===== config.mk =====
export PLATFORM = sky130hd
export DESIGN_NAME = board_input_conditioner
export DESIGN_NICKNAME = d
export VERILOG_FILES = /design/src/rtl/board_input_conditioner_pkg.sv /design/src/rtl/board_input_conditioner_debounce_bit.sv /design/src/rtl/board_input_conditioner.sv
export SDC_FILE = /design/constraint.sdc
export NUM_CORES = 1
export LEC_CHECK = 0
export BUFFER_PORTS_ARGS = -buffer_cell sky130_fd_sc_hd__buf_4
export CAP_MARGIN = 40
export CORE_AREA = 5 5 215 217
export DETAILED_ROUTE_END_ITERATION = 16
export DIE_AREA = 0 0 220 222
export SETUP_SLACK_MARGIN = 0.02
export SYNTH_ARGS = -nofsm -noshare
export SYNTH_HDL_FRONTEND = slang
export SYNTH_HIERARCHICAL = 1
export SYNTH_SLANG_ARGS = --single-unit

===== constraint.sdc =====
create_clock -name clock -period 1.9 [get_ports clock]
set_clock_uncertainty 0.15 [all_clocks]
set_input_delay 0.19 -clock clock [delete_from_list [all_inputs] [get_ports clock]]
set_output_delay 0.19 -clock clock [all_outputs]
set_load 0.02 [all_outputs]

===== src/rtl/board_input_conditioner_pkg.sv =====
// Shared IO-map constants for the board input path (also used by the data
// memory IO decode) and the debounce FSM state encoding.
package board_input_conditioner_pkg;

  localparam int KEY_WIDTH      = 4;
  localparam int SW_WIDTH       = 10;
  localparam int KEY_LSB        = 10;
  localparam int IO_INPUT_WIDTH = 14;

  typedef enum logic {
    DB_STABLE   = 1'b0,
    DB_SETTLING = 1'b1
  } db_state_e;

endpackage


===== src/rtl/board_input_conditioner_debounce_bit.sv =====
// debounce_bit: single-bit conditioner.
//   Synchroniser chain -> 2-state debounce FSM with stability counter ->
//   registered edge detect on the debounced level.
// Ports:
//   clock, reset  core clock, async active-high reset
//   din           raw bit, already polarity-corrected (1 = active)
//   db            debounced level
//   rise, fall    one-cycle pulses, the cycle after db goes 0->1 / 1->0
module debounce_bit
  import board_input_conditioner_pkg::*;
#(
  parameter int DEBOUNCE_CYCLES = 500000,
  parameter int SYNC_STAGES     = 2
) (
  input  logic clock,
  input  logic reset,
  input  logic din,
  output logic db,
  output logic rise,
  output logic fall
);

  localparam int            CW       = $clog2(DEBOUNCE_CYCLES + 1);
  localparam logic [CW-1:0] CNT_ONE  = CW'(1);
  localparam logic [CW-1:0] CNT_LAST = CW'(DEBOUNCE_CYCLES - 1);
  // With a one-cycle window the flip happens straight out of STABLE.
  localparam bit            SINGLE   = (DEBOUNCE_CYCLES == 1);

  logic [SYNC_STAGES-1:0] sync_ff;
  logic                   sync;
  db_state_e              state, state_n;
  logic [CW-1:0]          cnt, cnt_n;
  logic                   db_n;
  logic                   db_q;

  // Plain shift chain; nothing between stages so every stage can resolve.
  always_ff @(posedge clock or posedge reset) begin
    if (reset) sync_ff <= '0;
    else       sync_ff <= {sync_ff[SYNC_STAGES-2:0], din};
  end

  assign sync = sync_ff[SYNC_STAGES-1];

  always_ff @(posedge clock or posedge reset) begin
    if (reset) begin
      state <= DB_STABLE;
      cnt   <= '0;
      db    <= 1'b0;
    end else begin
      state <= state_n;
      cnt   <= cnt_n;
      db    <= db_n;
    end
  end

  always_comb begin
    state_n = state;
    cnt_n   = cnt;
    db_n    = db;
    case (state)
      DB_STABLE: begin
        if (sync != db) begin
          if (SINGLE) begin
            db_n = ~db;
          end else begin
            state_n = DB_SETTLING;
            cnt_n   = CNT_ONE;
          end
        end
      end
      DB_SETTLING: begin
        if (sync == db) begin
          // Bounce: input went back before the window closed.
          state_n = DB_STABLE;
          cnt_n   = '0;
        end else if (cnt == CNT_LAST) begin
          db_n    = ~db;
          state_n = DB_STABLE;
          cnt_n   = '0;
        end else begin
          cnt_n = cnt + CNT_ONE;
        end
      end
      default: begin
        state_n = DB_STABLE;
        cnt_n   = '0;
      end
    endcase
  end

  // Edge detect compares db against its one-cycle-old copy, so the pulse
  // lands the cycle after db flips and a flip can only give one pulse.
  always_ff @(posedge clock or posedge reset) begin
    if (reset) begin
      db_q <= 1'b0;
      rise <= 1'b0;
      fall <= 1'b0;
    end else begin
      db_q <= db;
      rise <= db & ~db_q;
      fall <= ~db & db_q;
    end
  end

endmodule


===== src/rtl/board_input_conditioner.sv =====
// board_input_conditioner: cleans the DE10-Lite push-buttons and slide
// switches into glitch-free levels for the core's io_input_bus.
// Ports:
//   clock, reset   core clock, async active-high reset
//   key_raw[3:0]   raw push-button pins (asynchronous)
//   sw_raw[9:0]    raw slide-switch pins (asynchronous)
//   io_input_bus   {key_db[3:0], sw_db[9:0]}, keys active-high
//   key_press      one-cycle pulse per debounced key 0->1
//   key_release    one-cycle pulse per debounced key 1->0
module board_input_conditioner
  import board_input_conditioner_pkg::*;
#(
  parameter int DEBOUNCE_CYCLES = 500000,
  parameter int SYNC_STAGES     = 2,
  parameter int KEY_ACTIVE_LOW  = 1
) (
  input  logic        clock,
  input  logic        reset,
  input  logic [3:0]  key_raw,
  input  logic [9:0]  sw_raw,
  output logic [13:0] io_input_bus,
  output logic [3:0]  key_press,
  output logic [3:0]  key_release
);

  logic [KEY_WIDTH-1:0]      key_in;
  logic [IO_INPUT_WIDTH-1:0] bits_in;
  logic [IO_INPUT_WIDTH-1:0] db;
  logic [IO_INPUT_WIDTH-1:0] rise;
  logic [IO_INPUT_WIDTH-1:0] fall;
  logic                      sw_edges_unused;

  // Inversion sits ahead of the synchroniser so every chain resets to 0
  // and 0 means "released" for the keys.
  assign key_in  = (KEY_ACTIVE_LOW != 0) ? ~key_raw : key_raw;
  assign bits_in = {key_in, sw_raw};

  for (genvar gi = 0; gi < IO_INPUT_WIDTH; gi++) begin : g_bit
    debounce_bit #(
      .DEBOUNCE_CYCLES (DEBOUNCE_CYCLES),
      .SYNC_STAGES     (SYNC_STAGES)
    ) u_db (
      .clock (clock),
      .reset (reset),
      .din   (bits_in[gi]),
      .db    (db[gi]),
      .rise  (rise[gi]),
      .fall  (fall[gi])
    );
  end

  assign io_input_bus = db;
  assign key_press    = rise[KEY_LSB +: KEY_WIDTH];
  assign key_release  = fall[KEY_LSB +: KEY_WIDTH];

  // Switches have no pulse outputs; their edge flops are left for synthesis to trim.
  assign sw_edges_unused = ^{rise[SW_WIDTH-1:0], fall[SW_WIDTH-1:0]};

endmodule


==> flow_metrics.env, run 1 <==
export IMPL_critPathCaptureType="flip-flop"
export IMPL_grt_usage=0.198
export IMPL_die_h_um=222
export IMPL_finalCriticalPeriod_ns=2.07
export IMPL_cap_violations=0
export IMPL_via_count=17775
export IMPL_die_w_um=220
export IMPL_drc=0
export IMPL_fillers=3685
export IMPL_status="finished, violations left"
export IMPL_crit_fanout=6
export IMPL_ir_drop_mv=0.647
export IMPL_r2r_slack_ns=-0.17
export IMPL_final_util=0.617
export IMPL_clock_sinks=334
export IMPL_synth_nets=2089
export IMPL_whs_endpoint="g_bit[2].u_db/sync_ff[0]"
export IMPL_max_freq_ghz=0.484
export IMPL_postSynthAreaPerCell_um2=9.10
export IMPL_fin_nets=2640
export IMPL_slew_violations=0
export IMPL_rsz0062_at_grt="yes"
export IMPL_slew_headroom=0.528
export IMPL_hp_start="sw_raw[2]"
export IMPL_finalHoldViolCount=0
export IMPL_rows=77
export IMPL_worstMarginPinSlew_ns=0.706
export IMPL_antenna_left=0
export IMPL_vias_per_cell=5.50
export IMPL_cts_tree="built"
export IMPL_synth_warnings=6
export IMPL_grt_max_degree=27
export IMPL_clkTransAtPathRegs_ns=0.06
export IMPL_reg2reg_to="g_bit[3].u_db/cnt[11]"
export IMPL_first_pass_iters=6
export IMPL_grt_overflow=0
export IMPL_place_gp_congestion=0.875
export IMPL_syn_to_final_growth_pct=44.6
export IMPL_reg2reg_depth=5
export IMPL_setup_ws_ns=-0.167
export IMPL_clk_latency_ns=0.55
export IMPL_rr_startpoint="g_bit[3].u_db/cnt[15]"
export IMPL_grt_pass1_vias=17757
export IMPL_grt_antenna_before_repair=0
export IMPL_htreeDepth=2
export IMPL_final_area_mm2=0.0271
export IMPL_drt_wl_total_um=50600
export IMPL_setup_viol_count_final=213
export IMPL_arrival_ns=2.35
export IMPL_core_area_mm2=0.0439
export IMPL_crit_required_ns=2.19
export IMPL_place_hpwl_um=33000
export IMPL_cts_made_buffers=41
export IMPL_violations="setup timing"
export IMPL_pre_cts_slack_ns=-0.153
export IMPL_cts_root_buffer="clkbuf_16"
export IMPL_powerDensity_mw_per_mm2=625
export IMPL_fp_dieArea_mm2=0.0488
export IMPL_p_leak_nw=11.9
export IMPL_cts_buffer_depth=3
export IMPL_synth_area_mm2=0.0187
export IMPL_place_area_mm2=0.0230
export IMPL_drive_gt1_frac=0.409
export IMPL_synthCells=2059
export IMPL_crit_path_start_kind="flip-flop"
export IMPL_io_buffers=37
export IMPL_antennaDiodeCount=0
export IMPL_p_total_mw=16.9
export IMPL_ios=38
export IMPL_grt_pass1_wl_um=83800
export IMPL_path_class="reg2reg"
export IMPL_hold_path_depth=2
export IMPL_timing_hold_ws_ns=0.146
export IMPL_hold_class="in2reg"
export IMPL_drt_iter0_drc=1036
export IMPL_wl_per_cell_um=15.6
export IMPL_start_util=0.426
export IMPL_finalCritPeriodShare=1.09
[cell type report]
cell class	instances	area (um2)	share of cell area
multi-input combinational	1518	11300	0.417
sequential	334	8370	0.309
timing repair buffer	572	4790	0.177
clock buffer	54	1160	0.0430
tap	592	741	0.0273
inverter	143	537	0.0198
clock inverter	19	201	0.00743
[what timing repair did]
action                                  in CTS  in global routing
pin swaps                                   94                101
gates resized for setup                    240                194
endpoints found under the setup margin     227                255
endpoints found under the hold margin      348                  0
hold buffers                                15                  0
gates cloned                                11                  4
buffers inserted                            46                 37
[worst max-delay path by stage]
stage	start	to	slack, ns	cells after the start
finish	g_bit[3].u_db/cnt[15]	g_bit[3].u_db/cnt[11]	-0.17	5
global route	g_bit[8].u_db/cnt[5]	g_bit[8].u_db/cnt[16]	-0.23	6
CTS	g_bit[2].u_db/cnt[5]	g_bit[2].u_db/cnt[11]	-0.14	5
detailed placement	g_bit[3].u_db/cnt[5]	g_bit[3].u_db/cnt[16]	-0.15	6
global placement	g_bit[6].u_db/cnt[5]	g_bit[6].u_db/db	-0.13	5
floorplan	g_bit[0].u_db/cnt[7]	g_bit[0].u_db/cnt[11]	-0.04	6
[metrics by stage]
stage	std cells	setup TNS (ns)
6_report	3232	-17.50
4_1_cts	3196	-14.26
2_1_floorplan	2059	-1.16
5_1_grt	3232	-32.15
3_3_place_gp	3053	-9.40
3_5_place_dp	3054	-14.80
[critical path, stage by stage (launching register included)]
cell and delay [ns]:
dfrtp_1 0.43, or3b_1 0.42, nor4_4 0.38, a21oi_4 0.16
a21o_1 0.21, a22o_1 0.19
[cells in the final DEF (no fill, tap or decap), drive strengths merged, types with 15 or more instances in the layout]
cell type and n:
nor4 40, and2 30, inv 144, nand3 169
dlygate4sd3 15, nor2 112, nand4 123, nor4b 16
a21o 16, and4 30, a21oi 222, or3 42
nand2 249, or4 27, clkbuf 59, and3 29
mux2i 69, a22o 30, nor2b 21, dfrtp 334
o21ai 98, nor3 28, buf 552
[state kept, by name, indices dropped and copies added, names as in the netlist]
signal,count
g_bit.u_db/cnt,266
g_bit.u_db/sync_ff,28
g_bit.u_db/db,14
g_bit.u_db/state,14
g_bit.u_db/db_q,4
g_bit.u_db/fall,4
g_bit.u_db/rise,4
[layer usage]
metal	up-vias	wire length [um]	share of wire	global-route usage
met1	8780	22700	0.45	0.264
met4	0	992	0.020	0.0586
met3	73	1680	0.033	0.0294
li1	8656	-	-	-
met2	266	25200	0.50	0.336
met5	-	0	0	0
[where the power goes]
| group | switching, mW | internal (mW) |
|---|---|---|
| logic | 0.867 | 0.749 |
| clock network | 3.11 | 4.85 |
| registers | 0.108 | 7.25 |
| total | 4.08 | 12.8 |
Note: power is estimated with default switching activity, not from simulation.
==> run 2: changes to the inputs <==
CELL_PAD_IN_SITES_DETAIL_PLACEMENT = 1   (was unset)
CELL_PAD_IN_SITES_GLOBAL_PLACEMENT = 1   (was unset)
PLACE_DENSITY_LB_ADDON = 0.1   (was unset)
==> run 2 against run 1 <==
Against the previous run:
- the flow still finishes with violations (setup timing)
- cell count is 0.50% higher
- worst hold slack got worse by 0.091 ns
- critical path depth rose by 1
- maximum frequency about the same
- design area rose by 1.1%
- first-iteration DRC count shrank 1.8%
- routed wire length is 25% higher
- die area stayed put
- critical path type unchanged
- largest cell class unchanged
- highest routed layer is now met5
==> flow_metrics.env, run 2 (same netlist as run 1, synthesis figures left out) <==
export IMPL_p_int_mw=12.7
export IMPL_drive_gt1_frac=0.417
export IMPL_place_gp_congestion=0.844
export IMPL_slew_violations=0
export IMPL_hold_class="in2async"
export IMPL_powerDensity_mw_per_mm2=622
export IMPL_largest_reg_flops=266
export IMPL_cts_made_buffers=41
export IMPL_grt_pass1_wl_um=99500
export IMPL_arrival_ns=2.34
export IMPL_grt_overflow=0
export IMPL_finalCriticalPeriod_ns=2.07
export IMPL_path_class="reg2reg"
export IMPL_antennaDiodeCount=0
export IMPL_fillers=4873
export IMPL_violations="setup timing"
export IMPL_clk_latency_ns=0.56
export IMPL_switching_share=0.252
export IMPL_crit_fanout=7
export IMPL_power_frac_comb=0.101
export IMPL_clkPwrFrac=0.466
export IMPL_p_switching_mw=4.30
export IMPL_setup_ws_ns=-0.165
export IMPL_final_common_cell="buf_4"
export IMPL_drt_iter0_drc=1017
export IMPL_critPathCaptureType="flip-flop"
export IMPL_io_buffers=37
export IMPL_ios=38
export IMPL_cap_violations=0
export IMPL_setup_viol_count_final=217
export IMPL_grt_usage=0.241
export IMPL_antenna_left=0
export IMPL_finalHoldViolCount=0
export IMPL_dp_cells=3053
export IMPL_worstMarginPinSlew_ns=0.693
export IMPL_pre_cts_slack_ns=-0.189
export IMPL_drt_wl_total_um=63200
export IMPL_finalCritPeriodShare=1.09
export IMPL_p_leak_nw=12.1
export IMPL_wl_per_cell_um=19.5
export IMPL_stdcell_count=3248
export IMPL_fin_nets=2659
export IMPL_die_w_um=220
export IMPL_status="finished, violations left"
export IMPL_grt_max_degree=27
export IMPL_vias_per_cell=5.68
export IMPL_slew_headroom=0.537
export IMPL_layout_common_cells="493 x buf_4, 331 x dfrtp_1, 207 x nand2_1, 163 x nand3_1, 153 x a21oi_2"
export IMPL_rows=77
export IMPL_clock_sinks=334
export IMPL_largestRegisters="g_bit.u_db/cnt (266), g_bit.u_db/sync_ff (28)"
export IMPL_drc=0
export IMPL_grt_pass1_vias=19757
export IMPL_p_seq_frac=0.433
export IMPL_core_area_mm2=0.0439
export IMPL_max_freq_ghz=0.484
export IMPL_start_util=0.426
export IMPL_via_count=18460
export IMPL_grt_antenna_before_repair=1
export IMPL_rsz0062_at_grt="yes"
export IMPL_syn_to_final_growth_pct=46.3
export IMPL_cts_tree="built"
export IMPL_first_pass_iters=5
export IMPL_htreeDepth=2
export IMPL_die_h_um=222
export IMPL_ir_drop_mv=0.809
export IMPL_cts_buffer_depth=3
export IMPL_cts_root_buffer="clkbuf_16"
export IMPL_fp_dieArea_mm2=0.0488
export IMPL_clkTransAtPathRegs_ns=0.06
export IMPL_crit_path_start_kind="flip-flop"
export IMPL_crit_required_ns=2.18
export IMPL_place_hpwl_um=39700
export IMPL_regMostFlops="g_bit.u_db/cnt"
## run 2: stage by stage
step	hold slack [ns]	util	setup TNS (ns)	power [mW]	area, um2
after floorplan	0.0419	-	-1.16	8.25	19200
after global placement	0.0576	0.525	-5.96	8.77	23100
after detailed placement	0.0712	0.525	-13.56	8.85	23100
after CTS	0.0265	0.590	-14.43	17.1	25900
after global routing	0.0540	0.624	-34.71	17.7	27400
final	0.0548	0.624	-18.16	17.0	27400
## run 2: cell type report
| class | instances | area (um2) | area share |
|---|---|---|---|
| Clock inverter | 16 | 173 | 0.00630 |
| Timing Repair Buffer | 591 | 4950 | 0.181 |
| Clock buffer | 54 | 1160 | 0.0425 |
| Inverter | 143 | 537 | 0.0196 |
| Multi-Input combinational cell | 1518 | 11500 | 0.419 |
| Tap cell | 592 | 741 | 0.0270 |
| Sequential cell | 334 | 8360 | 0.305 |
## run 2: metal layers
layer	up-vias	wire length, um	share of wire	track usage
li1	8679	-	-	-
met1	9439	27100	0.43	0.310
met2	235	33100	0.52	0.425
met3	105	1660	0.026	0.0320
met4	2	1330	0.021	0.0658
met5	-	11	0.00017	0
## run 2: power groups by stage
| stage | Sequential [mW] | Combinational, mW | Clock [mW] |
|---|---|---|---|
| finish | 7.37 | 1.73 | 7.94 |
| global route | 7.39 | 1.89 | 8.43 |
| CTS | 7.36 | 1.56 | 8.13 |
| detailed placement | 7.48 | 1.37 | 0 |
| global placement | 7.47 | 1.30 | 0 |
| floorplan | 7.47 | 0.773 | 0 |
## run 2: worst max-delay path: stages, from the launching register on
cell and delay [ns]:
dfrtp_1 0.41, or4b_4 0.57, nor4_4 0.24, a21oi_4 0.16, buf_12 0.18, a21oi_2 0.14, o21ai_1 0.09
## run 2: worst paths after layout
check | from | to | slack, ns | depth (start not counted)
setup / recovery | g_bit[4].u_db/cnt[5] | g_bit[4].u_db/cnt[13] | -0.17 | 6
hold / removal | reset | g_bit[6].u_db/sync_ff[0] | 0.05 | 3
setup reg to reg | g_bit[4].u_db/cnt[5] | g_bit[4].u_db/cnt[13] | -0.17 | 6
hold reg to reg | g_bit[0].u_db/sync_ff[0] | g_bit[0].u_db/sync_ff[1] | 0.20 | 0
max in group asynchronous | reset | g_bit[7].u_db/sync_ff[1] | 0.93 | 4
min in group clock | sw_raw[9] | g_bit[9].u_db/sync_ff[0] | 0.14 | 2
## run 2: repair_timing
| action | in CTS | in global routing |
|---|---|---|
| gates cloned | 10 | 8 |
| pin swaps | 91 | 121 |
| resized for setup | 239 | 229 |
| hold buffers | 15 | 0 |
| endpoints found under the hold margin | 348 | 0 |
| setup buffers | 54 | 46 |
| endpoints found under the setup margin | 234 | 262 |
==> run 3: changes to the inputs <==
clock period = 1.7 ns   (was 1.9 ns; I/O delays follow)
==> run 3 against run 2 <==
Against the previous run:
- the flow still finishes with violations (setup timing)
- design area rose by 9.2%
- maximum frequency fell by 6.9%
- sequential cell count did not move
- largest cell class unchanged
- largest power group unchanged
- critical path type unchanged
- critical endpoint is now g_bit[5].u_db/cnt[11]
- die area did not move
- combinational power rose by 33%
==> flow_metrics.env, run 3 (same netlist as run 1, synthesis figures left out) <==
export IMPL_crit_start="g_bit[5].u_db/cnt[5]"
export IMPL_io_buffers=37
export IMPL_layout_common_cells="691 x buf_4, 325 x dfrtp_1, 204 x nand2_1, 154 x a21oi_2, 151 x nand3_1"
export IMPL_first_pass_iters=5
export IMPL_worstMarginPinSlew_ns=0.573
export IMPL_cp_top_family="simple AND/OR/NAND/NOR gates"
export IMPL_ios=38
export IMPL_critPathCaptureType="flip-flop"
export IMPL_max_stage_delay_ns=0.60
export IMPL_grt_usage=0.288
export IMPL_crit_slowest_cell="or4b_4"
export IMPL_grt_antenna_before_repair=0
export IMPL_cts_buffer_depth=3
export IMPL_crit_path_start_kind="flip-flop"
export IMPL_final_common_cell="buf_4"
export IMPL_rr_startpoint="g_bit[5].u_db/cnt[5]"
export IMPL_path_class="reg2reg"
export IMPL_clkTransAtPathRegs_ns=0.06
export IMPL_drive_gt1_frac=0.489
export IMPL_slew_violations=0
export IMPL_via_count=20960
export IMPL_hp_start="sw_raw[3]"
export IMPL_pre_cts_slack_ns=-0.402
export IMPL_setup_ws_ns=-0.518
export IMPL_cts_made_buffers=43
export IMPL_crit_chain="or4b_4, nor4_4, a21oi_4, a21o_1, a22o_1"
export IMPL_max_freq_ghz=0.451
export IMPL_antenna_left=0
export IMPL_hold_class="in2reg"
export IMPL_place_hpwl_um=42800
export IMPL_drc=0
export IMPL_crit_fanout=8
export IMPL_finalCritPeriodShare=1.30
export IMPL_start_util=0.426
export IMPL_setup_viol_count_final=281
export IMPL_p_leak_nw=13.5
export IMPL_grt_pass1_wl_um=117000
export IMPL_wl_per_cell_um=24.3
export IMPL_powerDensity_mw_per_mm2=668
export IMPL_core_area_mm2=0.0439
export IMPL_status="finished, violations left"
export IMPL_die_h_um=222
export IMPL_reg2reg_depth=5
export IMPL_reg2reg_to="g_bit[5].u_db/cnt[11]"
export IMPL_place_gp_congestion=0.864
export IMPL_cts_root_buffer="clkbuf_16"
export IMPL_ir_drop_mv=0.721
export IMPL_die_w_um=220
export IMPL_htreeDepth=2
export IMPL_path_buf_inv=0
export IMPL_rows=77
export IMPL_grt_overflow=0
export IMPL_drt_iter0_drc=1567
export IMPL_fillers=4731
export IMPL_arrival_ns=2.52
export IMPL_syn_to_final_growth_pct=59.7
export IMPL_fin_nets=2887
export IMPL_largest_reg_flops=266
export IMPL_r2r_slack_ns=-0.52
export IMPL_whs_endpoint="g_bit[3].u_db/sync_ff[0]"
export IMPL_crit_required_ns=2.01
export IMPL_finalCriticalPeriod_ns=2.22
export IMPL_vias_per_cell=6.02
export IMPL_violations="setup timing"
export IMPL_slew_headroom=0.618
export IMPL_finalHoldViolCount=0
export IMPL_largestRegisters="g_bit.u_db/cnt (266), g_bit.u_db/sync_ff (28)"
export IMPL_grt_pass1_vias=22108
export IMPL_fp_dieArea_mm2=0.0488
export IMPL_place_area_mm2=0.0243
export IMPL_rsz0062_at_grt="yes"
export IMPL_final_area_mm2=0.0299
export IMPL_cts_tree="built"
export IMPL_p_total_mw=20.0
export IMPL_hold_path_depth=2
export IMPL_clk_latency_ns=0.58
export IMPL_grt_max_degree=27
export IMPL_regMostFlops="g_bit.u_db/cnt"
export IMPL_drt_wl_total_um=84600
export IMPL_clock_sinks=334
export IMPL_cap_violations=0
-- run 3: changes by cell type in the layout (fill, tap and decap cells not counted), sizes merged, moves of 2 or more --
| cell | change |
|---|---|
| buf | +227 |
| bufinv | -2 |
| clkinvlp | -4 |
| clkbuf | +14 |
-- run 3: worst register-to-register path, stage by stage, from the launching register on --
cell	delay, ns
dfrtp_1	0.43
or4b_4	0.60
nor4_4	0.26
a21oi_4	0.20
a21o_1	0.24
a22o_1	0.23
-- run 3: worst max path at each step --
stage	cells after the start	endpoint
6_report	5	g_bit[5].u_db/cnt[11]
5_1_grt	6	g_bit[5].u_db/cnt[12]
4_1_cts	5	g_bit[12].u_db/cnt[11]
3_5_place_dp	5	g_bit[9].u_db/db
3_3_place_gp	5	g_bit[9].u_db/db
2_1_floorplan	6	g_bit[0].u_db/cnt[11]
-- run 3: where the power goes --
part / internal [mW] / switching, mW
Combinational: 1.03 / 1.26
Sequential: 8.11 / 0.153
Clock: 5.59 / 3.85
Total: 14.7 / 5.27
-- run 3: per-stage QoR --
step,setup TNS [ns],hold WS [ns],utilization,cells
after CTS,-67.21,0.0629,0.645,3422
after global placement,-51.64,0.129,0.553,3215
after floorplan,-39.59,0.0219,-,2059
final,-88.36,0.0915,0.681,3482
after global routing,-104.85,0.0899,0.681,3481
after detailed placement,-64.56,0.130,0.553,3215
-- run 3: cell type report --
cell class              count  area [um2]  area share
multi-input cells        1518       12000       0.402
diodes                      1        2.50   0.0000836
inverters                 143         537      0.0179
repair buffers            817        6830       0.228
clock inverters             8        68.8     0.00230
well taps                 592         741      0.0248
clock buffers              69        1360      0.0453
flip-flops and latches    334        8370       0.280
-- run 3: metal layers --
layer | global-route usage | wire [um] | up-vias
met5 | 0 | 0 | -
met4 | 0.0946 | 4160 | 0
met3 | 0.0440 | 3570 | 314
met2 | 0.518 | 44200 | 740
met1 | 0.350 | 32600 | 10762
li1 | - | - | 9144
-- run 3: repair_timing --
action                                  4_1_cts  5_1_grt
setup buffers                               107       71
cloned                                       14        3
gates resized for setup                     359      245
hold buffers                                 15        0
endpoints found under the setup margin      270      290
pin swaps                                   177      127
endpoints found under the hold margin       348        0
